$ cat src/rtl/serial_alu_ctrl.sv
// Bit-serial ALU sequencer: drives a 1-bit ALU slice LSB first over WIDTH cycles.
// Optional macro SERIAL_ALU_CTRL_SLT_EN enables the set-less-than fix-up for op 0111.
module serial_alu_ctrl #(
  parameter int WIDTH = 8
) (
  input  logic             clk,
  input  logic             rst_n,
  input  logic             start_i,
  input  logic [WIDTH-1:0] a_i,
  input  logic [WIDTH-1:0] b_i,
  input  logic [3:0]       alu_op_i,
  output logic             busy_o,
  output logic             done_o,
  output logic [WIDTH-1:0] result_o,
  output logic             zero_o,
  output logic             overflow_o,
  output logic             cout_o
);

  localparam int CW = $clog2(WIDTH);
  localparam logic [1:0] S_IDLE = 2'd0;
  localparam logic [1:0] S_RUN  = 2'd1;
  localparam logic [1:0] S_DONE = 2'd2;

  logic [1:0]       state_q, state_d;
  logic [CW-1:0]    cnt_q, cnt_d;
  logic [WIDTH-1:0] a_q, a_d, b_q, b_d, res_q, res_d;
  logic [3:0]       op_q, op_d;
  logic             carry_q, carry_d;
  logic             busy_q, busy_d, done_q, done_d;
  logic [WIDTH-1:0] result_q, result_d;
  logic             zero_q, zero_d, ovf_q, ovf_d, cout_q, cout_d;

  logic             ai_s, bi_s, sum_s, sc_s, slice_res_s;
  logic             arith_s, ovf_s, set_s, last_s;
  logic [WIDTH-1:0] shifted_s, final_res_s;

  // One ALU slice: inverters, full adder and the Operation mux (less tied to 0).
  always_comb begin
    ai_s  = a_q[0] ^ op_q[3];
    bi_s  = b_q[0] ^ op_q[2];
    sum_s = ai_s ^ bi_s ^ carry_q;
    sc_s  = (ai_s & bi_s) | (ai_s & carry_q) | (bi_s & carry_q);
    case (op_q[1:0])
      2'b00:   slice_res_s = ai_s & bi_s;
      2'b01:   slice_res_s = ai_s | bi_s;
      2'b10:   slice_res_s = sum_s;
      default: slice_res_s = 1'b0;
    endcase
  end

  // Final result and flag selection, valid during the last RUN bit.
  always_comb begin
    last_s    = (cnt_q == CW'(WIDTH - 1));
    shifted_s = {slice_res_s, res_q[WIDTH-1:1]};
    arith_s   = (op_q == 4'b0010) || (op_q == 4'b0110) || (op_q == 4'b0111);
    ovf_s     = carry_q ^ sc_s;
    set_s     = sum_s ^ ovf_s;
    case (op_q)
      4'b0000, 4'b0001, 4'b0010, 4'b0110, 4'b1100: final_res_s = shifted_s;
`ifdef SERIAL_ALU_CTRL_SLT_EN
      4'b0111: final_res_s = {{(WIDTH-1){1'b0}}, set_s};
`else
      4'b0111: final_res_s = '0;
`endif
      default: final_res_s = '0;
    endcase
  end

  // Sequencer next-state: accept, shift one bit per cycle, publish on last bit.
  always_comb begin
    state_d  = state_q;
    cnt_d    = cnt_q;
    a_d      = a_q;
    b_d      = b_q;
    op_d     = op_q;
    res_d    = res_q;
    carry_d  = carry_q;
    busy_d   = busy_q;
    done_d   = 1'b0;
    result_d = result_q;
    zero_d   = zero_q;
    ovf_d    = ovf_q;
    cout_d   = cout_q;
    case (state_q)
      S_IDLE: begin
        if (start_i) begin
          state_d = S_RUN;
          cnt_d   = '0;
          a_d     = a_i;
          b_d     = b_i;
          op_d    = alu_op_i;
          res_d   = '0;
          carry_d = alu_op_i[2];
          busy_d  = 1'b1;
        end else begin
          state_d = S_IDLE;
        end
      end
      S_RUN: begin
        a_d     = {1'b0, a_q[WIDTH-1:1]};
        b_d     = {1'b0, b_q[WIDTH-1:1]};
        res_d   = shifted_s;
        carry_d = sc_s;
        if (last_s) begin
          state_d  = S_DONE;
          busy_d   = 1'b0;
          done_d   = 1'b1;
          result_d = final_res_s;
          zero_d   = (final_res_s == '0);
          ovf_d    = arith_s & ovf_s;
          cout_d   = arith_s & sc_s;
        end else begin
          cnt_d = cnt_q + CW'(1);
        end
      end
      S_DONE: state_d = S_IDLE;
      default: begin
        state_d = S_IDLE;
        busy_d  = 1'b0;
      end
    endcase
  end

  // State and output registers.
  always_ff @(posedge clk or negedge rst_n) begin
    if (!rst_n) begin
      state_q  <= S_IDLE;
      cnt_q    <= '0;
      a_q      <= '0;
      b_q      <= '0;
      op_q     <= 4'b0000;
      res_q    <= '0;
      carry_q  <= 1'b0;
      busy_q   <= 1'b0;
      done_q   <= 1'b0;
      result_q <= '0;
      zero_q   <= 1'b0;
      ovf_q    <= 1'b0;
      cout_q   <= 1'b0;
    end else begin
      state_q  <= state_d;
      cnt_q    <= cnt_d;
      a_q      <= a_d;
      b_q      <= b_d;
      op_q     <= op_d;
      res_q    <= res_d;
      carry_q  <= carry_d;
      busy_q   <= busy_d;
      done_q   <= done_d;
      result_q <= result_d;
      zero_q   <= zero_d;
      ovf_q    <= ovf_d;
      cout_q   <= cout_d;
    end
  end

  assign busy_o     = busy_q;
  assign done_o     = done_q;
  assign result_o   = result_q;
  assign zero_o     = zero_q;
  assign overflow_o = ovf_q;
  assign cout_o     = cout_q;

endmodule

$ cat config.mk
export PLATFORM = sky130hd
export DESIGN_NAME = serial_alu_ctrl
export DESIGN_NICKNAME = d
export VERILOG_FILES = /design/src/rtl/serial_alu_ctrl.sv
export SDC_FILE = /design/constraint.sdc
export NUM_CORES = 1
export LEC_CHECK = 0
export CAP_MARGIN = 20
export CORE_ASPECT_RATIO = 0.6
export CORE_UTILIZATION = 47
export DETAILED_ROUTE_END_ITERATION = 10
export GPL_TIMING_DRIVEN = 0
export PLACE_DENSITY = 0.74
export RECOVER_POWER = 25
export SLEW_MARGIN = 5
export SYNTH_ARGS = -nofsm -noshare
export SYNTH_HDL_FRONTEND = slang
export SYNTH_SLANG_ARGS = --single-unit
$ cat constraint.sdc
create_clock -name clk -period 1.8 [get_ports clk]
set_input_delay 0.27 -clock clk [delete_from_list [all_inputs] [get_ports clk]]
set_output_delay 0.27 -clock clk [all_outputs]
set_load 0.005 [all_outputs]
==> flow_summary.json <==
{
  "clkLatencyLatePin_ns": 0.30,
  "grtUsageMet2": 0.3189,
  "p_sw_frac": 0.3624,
  "combPwrFrac": 0.441,
  "reg2reg_from": "a_q[0]",
  "yosys-top-cells-count": "dfrtp_1, nand2_1, o21ai_0",
  "required_ns": 1.98,
  "pwr-share-clk": 0.155,
  "drc": 0,
  "hp-start": "result_o[5]",
  "fin_crit_ns": 1.791,
  "fin_tns_setup_ns": 0,
  "route.detailed.wl_per_inst_um": 13.40,
  "met3_usage": 0.05928,
  "first_pass_iters": 5,
  "synth_edf_count": 0,
  "portBuffers": 35,
  "via_count": 1498,
  "final_nets": 258,
  "setup_viol_count_final": 0,
  "yosys.area.top_type": "dfrtp_1",
  "intPower_uw": 2858,
  "die_y_um": 52.98,
  "cp_max_fo": 3,
  "tightestPinTransition_ns": 1.206,
  "drive_above_1_share": 0.1212,
  "critical_path_class": "reg -> reg",
  "io_pins": 36,
  "diodes": 0,
  "overflow": 0,
  "hp-class": "reg -> reg",
  "top_usage_layer": "met2",
  "p_switching_uw": 1625,
  "cap_violations": 0,
  "final-hold-violation-count": 0,
  "yosysMostFrequentCell": "dfrtp_1",
  "grt_first_pass_wirelength_um": 6879,
  "yosysUniqueCellTypes": 32,
  "start_kind": "register",
  "dieArea_sq_um": 4607,
  "netlist_area_sq_um": 2036,
  "worst-endpoint-arrival_ns": 1.97,
  "wl_um": 3899,
  "ys_async_sr_fraction": 1.000,
  "ant_nets": 0,
  "syn_avg_cell_area_sq_um": 11.12,
  "netlist_instances": 183,
  "die_w_um": 86.97,
  "use_met1": 0.2777,
  "coreArea_sq_um": 4121,
  "vdd_drop_max_mv": 0.8167,
  "timing.final.crit_share": 0.9949,
  "synth_ff_type": "dfrtp_1",
  "clk_transition_reported_paths_ns": 0.09,
  "synth_seq_area_share": 0.5655,
  "drv_slew": 0,
  "pwr-share-seq": 0.404,
  "cts-root-buf": "clkbuf_8",
  "synth-seq-cells": 46,
  "cp-startpoint": "a_q[0]",
  "rr_worst_depth": 7,
  "hpwl_um": 2868,
  "min_to": "result_o[5]",
  "p_per_area_nw_per_um2": 1708,
  "antenna_found_initial": 0,
  "outcome": "finished clean",
  "r2r_end": "zero_o",
  "ff2ff_setup_slack_ns": 0.009,
  "viasPerCell": 5.148,
  "fin_cells": 291,
  "numCtsBuffers": 5,
  "h-tree-depth": 2,
  "cts_tree": "built",
  "yosysTopAreaCellShare": 0.5655,
  "synth_area_leaders": "dfrtp_1, mux2i_1, nand2_1",
  "grt_pass1_vias": 1487,
  "synth_fp_nets": 211,
  "power.leakage_uw": 0.001193,
  "floorplan.rows": 18,
  "placed_cells": 279,
  "grt_max_degree": 27,
  "drtIter0Drc": 72,
  "grt_usage": 0.2040,
  "cts_num_sinks": 46,
  "gp_congestion": 0.7260,
  "start_util": 0.4939,
  "rsz0062_at_grt": "yes",
  "clock.fmax_ghz": 0.5584,
  "skew_ns": 0.008455,
  "slew_headroom": 0.1958,
  "syn2layout_area_growth_pct": 28.95,
  "whs_path_depth": 2,
  "cp-end-kind": "register",
  "synth_warnings": 0,
  "clockBufferDepth": 2
}
==> power groups by stage <==
stage	Sequential [uW]	Combinational, uW	Clock [uW]
floorplan	1760	1290	0
global placement	1810	1790	0
global route	1880	2260	752
finish	1810	1980	694
detailed placement	1830	1860	0
CTS	1810	1960	715
==> registers in the layout, indices dropped and copies added (netlist names) <==
signal / flops
a_q: 8
b_q: 8
result_o: 8
res_q: 7
op_q: 4
cnt_q: 3
state_q: 2
busy_o: 1
carry_q: 1
cout_o: 1
done_o: 1
overflow_o: 1
zero_o: 1
==> worst max-delay path, stage by stage, from the launching register on <==
cell and delay [ns]:
dfrtp_1 0.40, xor2_1 0.19, inv_1 0.10, fa_1 0.46, o21ai_1 0.16, o31ai_2 0.12, a31oi_1 0.15, a21oi_1 0.09
==> cells by family after synthesis <==
group                    count (synthesis)  synth area share
AND/OR/NAND/NOR                         52            0.1211
flip-flops                              46            0.5655
AO/OA/AOI/OAI                           44            0.1334
multiplexers                            19           0.09649
buffers and inverters                   14           0.03626
adder cells (fa/ha/maj)                  5           0.03442
XOR/XNOR                                 3           0.01291
==> layer usage <==
layer,vias up,share of wire
met1,730,0.54
met3,6,0.053
li1,727,-
met2,35,0.40
met4,0,0.0077
met5,-,0
==> what timing repair did <==
item                                    4_1_cts  5_1_grt
endpoints found under the setup margin        3        2
endpoints found under the hold margin        20        0
hold buffers                                  1        0
pin swaps                                     2        1
buffers inserted                              2        1
resized for setup                             3        0
==> placed cells by master, fill, tap and decap left out, types with 4 or more instances in the layout <==
master	count
clkbuf_8	7
nand2_1	34
o21ai_1	6
nor2_1	5
dfrtp_1	46
a22o_1	10
mux2i_1	14
inv_1	6
o21ai_0	19
ha_1	4
buf_4	4
clkdlybuf4s50_1	34
mux2_2	5
==> final cells by class <==
class / count / area (sq um)
plain buffers: 7 / 47.55
clock buffers: 7 / 96.34
clock inverters: 1 / 8.758
fillers: 359 / 1496
inverters: 7 / 26.28
multi-input cells: 123 / 823.3
flip-flops and latches: 46 / 1151
well taps: 60 / 75.07
repair buffers: 40 / 396.6
==> through the flow <==
step	cell area (sq um)	hold WS, ns	power (uW)	worst slack [ns]	utilization
detailed placement	2476	0.2553	3686	-0.2116	0.6008
CTS	2619	0.4656	4488	0.009870	0.6354
finish	2625	0.4839	4482	0.009105	0.6369
global placement	2461	0.4621	3606	-0.7845	0.5971
global route	2625	0.5050	4890	-0.09708	0.6369
floorplan	2036	-0.02559	3047	0.1121	-
==> how the worst max path moves through the flow <==
stage,endpoint,slack [ns],cells after the start
global route,result_o[7],-0.1,6
finish,zero_o,0.009,7
CTS,zero_o,0.01,7
floorplan,zero_o,0.11,7
detailed placement,cnt_q[0],-0.21,4
global placement,cnt_q[1],-0.78,1
Note: power is estimated with default switching activity, not from simulation.
